**src/rtl/issue_select.sv**
```systemverilog
// Reservation-station issue selector: picks ready entries (oldest-first or lowest-index)
// and registers them into per-lane issue slots that hold while their FU is busy.
module issue_select #(
    parameter int NUM_ENTRIES = 8,
    parameter int NUM_LANES   = 2,
    parameter int ROB_IDX_W   = 5,
    parameter int PAYLOAD_W   = 64,
    parameter int AGE_MODE    = 1,
    localparam int IDX_W      = (NUM_ENTRIES > 2) ? $clog2(NUM_ENTRIES) : 1
) (
    input  logic                           clock,
    input  logic                           reset,
    input  logic                           mispredict,
    input  logic [NUM_ENTRIES-1:0]         ent_valid,
    input  logic [NUM_ENTRIES-1:0]         ent_ready,
    input  logic [NUM_ENTRIES*ROB_IDX_W-1:0] ent_rob_idx,
    input  logic [NUM_ENTRIES-1:0]         ent_rob_wrap,
    input  logic [NUM_ENTRIES*PAYLOAD_W-1:0] ent_payload,
    input  logic [NUM_LANES-1:0]           fu_ready,
    output logic [NUM_LANES-1:0]           clear_valid,
    output logic [NUM_LANES*IDX_W-1:0]     clear_idx,
    output logic [NUM_LANES-1:0]           iss_valid,
    output logic [NUM_LANES*PAYLOAD_W-1:0] iss_payload,
    output logic [NUM_LANES*ROB_IDX_W-1:0] iss_rob_idx,
    output logic [NUM_LANES-1:0]           iss_rob_wrap,
    output logic [31:0]                    stall_cnt
);

    logic [ROB_IDX_W-1:0]         rob_s [NUM_ENTRIES];
    logic [PAYLOAD_W-1:0]         pay_s [NUM_ENTRIES];
    logic [NUM_ENTRIES-1:0]       cand_s;
    logic [NUM_ENTRIES-1:0]       remain_s;
    logic [NUM_LANES-1:0]         stalled_s;
    logic                         block_s;
    logic                         found_s;
    logic [IDX_W-1:0]             best_s;
    logic [NUM_LANES-1:0]         clear_valid_s;
    logic [NUM_LANES*IDX_W-1:0]   clear_idx_s;
    logic [32:0]                  stall_sum_s;
    logic [31:0]                  stall_next_s;

    logic [NUM_LANES-1:0]           iss_valid_r;
    logic [NUM_LANES*PAYLOAD_W-1:0] iss_payload_r;
    logic [NUM_LANES*ROB_IDX_W-1:0] iss_rob_idx_r;
    logic [NUM_LANES-1:0]           iss_rob_wrap_r;
    logic [31:0]                    stall_cnt_r;

    // True when tag A is strictly older than tag B in a wrap-bit ROB.
    function automatic logic is_older(input logic [ROB_IDX_W-1:0] idx_a, input logic wrap_a,
                                      input logic [ROB_IDX_W-1:0] idx_b, input logic wrap_b);
        if (wrap_a == wrap_b) begin
            is_older = (idx_a < idx_b);
        end else begin
            is_older = (idx_a > idx_b);
        end
    endfunction

    function automatic logic [31:0] count_ones(input logic [NUM_LANES-1:0] v);
        count_ones = 32'd0;
        for (int i = 0; i < NUM_LANES; i++) begin
            if (v[i]) begin
                count_ones = count_ones + 32'd1;
            end else begin
                count_ones = count_ones;
            end
        end
    endfunction

    for (genvar g = 0; g < NUM_ENTRIES; g++) begin : g_unpack
        assign rob_s[g] = ent_rob_idx[g*ROB_IDX_W +: ROB_IDX_W];
        assign pay_s[g] = ent_payload[g*PAYLOAD_W +: PAYLOAD_W];
    end

    assign cand_s    = ent_valid & ent_ready;
    assign stalled_s = iss_valid_r & ~fu_ready;
    assign block_s   = reset | mispredict;

    // Lanes are filled lowest-first, each taking the best candidate not yet claimed.
    always_comb begin
        remain_s      = cand_s;
        clear_valid_s = '0;
        clear_idx_s   = '0;
        found_s       = 1'b0;
        best_s        = '0;
        for (int k = 0; k < NUM_LANES; k++) begin
            found_s = 1'b0;
            best_s  = '0;
            for (int e = 0; e < NUM_ENTRIES; e++) begin
                if (remain_s[e]) begin
                    if (!found_s) begin
                        found_s = 1'b1;
                        best_s  = IDX_W'(e);
                    end else if ((AGE_MODE != 0) &&
                                 is_older(rob_s[e], ent_rob_wrap[e], rob_s[best_s], ent_rob_wrap[best_s])) begin
                        best_s = IDX_W'(e);
                    end else begin
                        best_s = best_s;
                    end
                end else begin
                    best_s = best_s;
                end
            end
            if (found_s && !stalled_s[k] && !block_s) begin
                clear_valid_s[k]                = 1'b1;
                clear_idx_s[k*IDX_W +: IDX_W]   = best_s;
                remain_s[best_s]                = 1'b0;
            end else begin
                clear_valid_s[k] = 1'b0;
            end
        end
    end

    // Saturating stall accumulator input.
    always_comb begin
        stall_sum_s = {1'b0, stall_cnt_r} + {1'b0, count_ones(stalled_s)};
        if (stall_sum_s[32]) begin
            stall_next_s = 32'hFFFF_FFFF;
        end else begin
            stall_next_s = stall_sum_s[31:0];
        end
    end

    // Issue slots: flush, hold while stalled, load a new selection, or drain.
    always_ff @(posedge clock) begin
        if (reset) begin
            iss_valid_r    <= '0;
            iss_payload_r  <= '0;
            iss_rob_idx_r  <= '0;
            iss_rob_wrap_r <= '0;
            stall_cnt_r    <= 32'd0;
        end else begin
            stall_cnt_r <= stall_next_s;
            for (int k = 0; k < NUM_LANES; k++) begin
                if (mispredict) begin
                    iss_valid_r[k] <= 1'b0;
                end else if (stalled_s[k]) begin
                    iss_valid_r[k] <= 1'b1;
                end else if (clear_valid_s[k]) begin
                    iss_valid_r[k]                          <= 1'b1;
                    iss_payload_r[k*PAYLOAD_W +: PAYLOAD_W] <= pay_s[clear_idx_s[k*IDX_W +: IDX_W]];
                    iss_rob_idx_r[k*ROB_IDX_W +: ROB_IDX_W] <= rob_s[clear_idx_s[k*IDX_W +: IDX_W]];
                    iss_rob_wrap_r[k]                       <= ent_rob_wrap[clear_idx_s[k*IDX_W +: IDX_W]];
                end else begin
                    iss_valid_r[k] <= 1'b0;
                end
            end
        end
    end

    assign clear_valid  = clear_valid_s;
    assign clear_idx    = clear_idx_s;
    assign iss_valid    = iss_valid_r;
    assign iss_payload  = iss_payload_r;
    assign iss_rob_idx  = iss_rob_idx_r;
    assign iss_rob_wrap = iss_rob_wrap_r;
    assign stall_cnt    = stall_cnt_r;

endmodule
```
**config.mk**
```make
export PLATFORM = sky130hd
export DESIGN_NAME = issue_select
export DESIGN_NICKNAME = d
export VERILOG_FILES = /design/src/rtl/issue_select.sv
export SDC_FILE = /design/constraint.sdc
export NUM_CORES = 1
export LEC_CHECK = 0
export CAP_MARGIN = 40
export CORE_AREA = 10 10 292 294
export CTS_BUF_LIST = sky130_fd_sc_hd__clkbuf_8
export DETAILED_ROUTE_END_ITERATION = 16
export DIE_AREA = 0 0 302 304
export PLACE_DENSITY = 0.62
export REMOVE_ABC_BUFFERS = 1
export SYNTH_ARGS = -nofsm -noshare
export SYNTH_HDL_FRONTEND = slang
export SYNTH_SLANG_ARGS = --single-unit
export TNS_END_PERCENT = 1
```
**constraint.sdc**
```tcl
create_clock -name clock -period 47 [get_ports clock]
set_input_delay 7.05 -clock clock [delete_from_list [all_inputs] [get_ports clock]]
set_output_delay 7.05 -clock clock [all_outputs]
set_load 0.02 [all_outputs]
```
==> run metrics <==
static leakage 11.08 nW; vias in the first global route 28340; Layout Skew 0.04023 ns; CP Launch Type input port; post-layout min period 44.57 ns; Layout area overhead 48.72%; Mapped Cells 3021; Unique masters post-synth 97; final setup TNS 0 ns; die footprint 91810 um2; f_max 22.44 MHz; drt first pass iters 6; Max IR drop VDD 0.06027 mV; routed len/inst 33.09 um; Clk Latency, worst-skew pair 0.60 ns; Tot Pwr 1.637 mW; Post-synth top flop dfxtp_1; gr usage total 32.80%; GRT overflow 0; Worst path max stage delay 0.42 ns; Initial Utilization 26.06%; sequential cell area fraction in the yosys report 16.79%; fin. max-slew vios 0; Final Instance Count excl. Fillers 4819; Routability Congestion 1.005; FFs w/ async S/R, synth 0%; first-pass GRT wire length 221.2 mm; max-cap violation count 0; critical-path maximum fanout 10; CP bufs+invs 12; number of synthesized flops with an enable pin 0; crit-path leading delay family compound AO/OA/AOI/OAI gates; vias per inst 6.286; fin crit share 94.83%; most frequent cells in the layout 758 x clkdlybuf4s50_1, 349 x nor2_1, 293 x a211oi_1; Num CTS Buffers 17; Crit-path slowest cell or3_1; crit path kind input port to primary output; Worst-Margin Slew 1.250 ns; via count 30290; Routed WL 159.5 mm; nets@finish 4348; final-layout fill cell count 8365; clk slew on worst S/H paths 0.11 ns; CTS Buffer Depth 2; Seq cells post-synth 174; drt first-iter violations 4177; mapped cell area 20750 um2; Synth Area per Inst 6.869 um2; initial antenna violation count 56; Inst Count DP 4729; final hold viol count 0; Cell Pwr Density 53.03 nW/um2; Clock Tree Root clkbuf_8; worst hold path class flop to flop; commonest non-fill, non-tap cell in the layout clkdlybuf4s50_1; largest net degree at the start of global routing 140; IO Pins 763; ratio of cells with drive above 1 in the final layout 8.165%; Die H 304 um; core area 79640 um2; worst path arrival time 37.52 ns; Relative slew margins 16.70%; RSZ-0062 raised after global routing no; Num Clock Sinks 174; CP dominant cell by count a21oi_1; Rows 104; HPWL Detailed 115.7 mm; post-route ant nets 0; Yosys warning count 0; final instance area 30860 um2; CP required 39.95 ns; Worst setup EP type primary output; CTS tree done; Hold-fix buffers, CTS 0; chip width 302 um; final setup fails 0; H-tree depth 4; DRC Markers 0; Placed Area 30180 um2; status completed; port bufs 762
[area by class of cell]
class                      count  area (um2)  area share (%)
multi-input combinational   2500       16130           52.27
timing repair buffer         962        9235           29.92
sequential                   174        3483           11.29
tap                         1060        1326           4.297
clock buffer                  17       234.0          0.7581
inverter                      43       170.2          0.5514
clock inverter                15       160.2          0.5189
antenna                       48       120.1          0.3892
[synthesized netlist by cell type (all sizes together), types with 5 or more instances]
cell / count / area (um2)
and2: 16 / 100.1
nor2: 353 / 1325
or2: 5 / 31.28
inv: 41 / 153.9
nor3b: 7 / 67.57
o31ai: 80 / 619.3
nor2b: 21 / 131.4
nand4: 8 / 50.05
a31oi: 87 / 565.5
or3: 15 / 93.84
nor3: 167 / 852.1
a211oi: 295 / 2232
o22ai: 146 / 913.4
nand3: 109 / 550.5
mux2: 11 / 123.9
o211a: 8 / 80.08
a2111oi: 5 / 45.04
o21ai: 207 / 1040
dfxtp: 174 / 3483
a21o: 18 / 135.1
a32o: 72 / 720.7
nor4: 6 / 50.04
nand2: 255 / 957.2
a221oi: 10 / 100.1
o21a: 20 / 150.1
mux2i: 165 / 1655
clkbuf: 251 / 942.2
ha: 68 / 850.8
o211ai: 76 / 570.6
xor2: 15 / 131.4
buf: 53 / 276.5
nand2b: 15 / 93.84
a21oi: 118 / 590.6
and3: 25 / 156.4
xnor2: 21 / 183.9
[metal layers]
metal | part of all wire, % | routed length (um) | GRT usage (%) | vias up
met3 | 12 | 19130 | 9.364 | 468
li1 | - | - | - | 13030
met2 | 44 | 70190 | 50.34 | 2353
met5 | 0.12 | 194 | 0 | -
met4 | 6.2 | 9935 | 18.71 | 24
met1 | 38 | 60020 | 40.44 | 14420
[flip-flops by register name, summed over array words and instances (netlist names)]
name / flops
iss_rob_wrap: 2
iss_payload: 128
stall_cnt: 32
iss_valid: 2
iss_rob_idx: 10
[worst paths after layout]
check                  startpoint                to  slack (ns)  depth (start not counted)
setup / recovery   ent_rob_idx[5]      clear_idx[4]        2.43                        169
hold / removal    iss_payload[95]   iss_payload[95]        0.48                          1
setup reg to reg     iss_valid[0]  iss_payload[116]       28.56                         95
hold reg to reg   iss_payload[95]   iss_payload[95]        0.48                          1
[per-stage QoR]
stage / utilization (%) / hold WS, ns / worst slack, ns
floorplan: - / 0.5673 / -9.091
global placement: 37.76 / 0.4489 / 2.101
detailed placement: 37.89 / 0.4526 / 1.498
CTS: 38.39 / 0.4786 / 1.385
global route: 38.73 / 0.4931 / 0.1671
finish: 38.75 / 0.4753 / 2.428
[kinds of logic (layout without fill, tap and decap cells)]
logic type	count (synthesis)	after routing	share of synthesized area (%)
buf+inv	347	1037	6.650
other cells	0	48	0
fa+ha+maj	69	69	4.196
mux	176	176	8.573
flops	174	174	16.79
simple gates	1015	1015	22.05
compound gates	1204	1204	40.22
xor+xnor	36	36	1.519
[worst register-to-register path: cells and delay by family, from the launching register on]
kind,cells,cell delay (ns)
AOI/OAI and AO/OA,47,7.82
adders and majority gates,6,1.56
buffers and inverters,8,2.07
muxes,2,0.64
DFF,1,0.34
and+or+nand+nor,32,5.94
[where the power goes]
group / internal [mW] / switching (mW)
logic: 0.448 / 0.856
clock network: 0.0481 / 0.0770
registers: 0.180 / 0.0279
total: 0.676 / 0.961
[repair_timing]
action | CTS | global route
setup endpoints to repair | 0 | 3
gates resized for setup | 0 | 21
buffers inserted | 0 | 10
(Power assumes the default switching activity.)
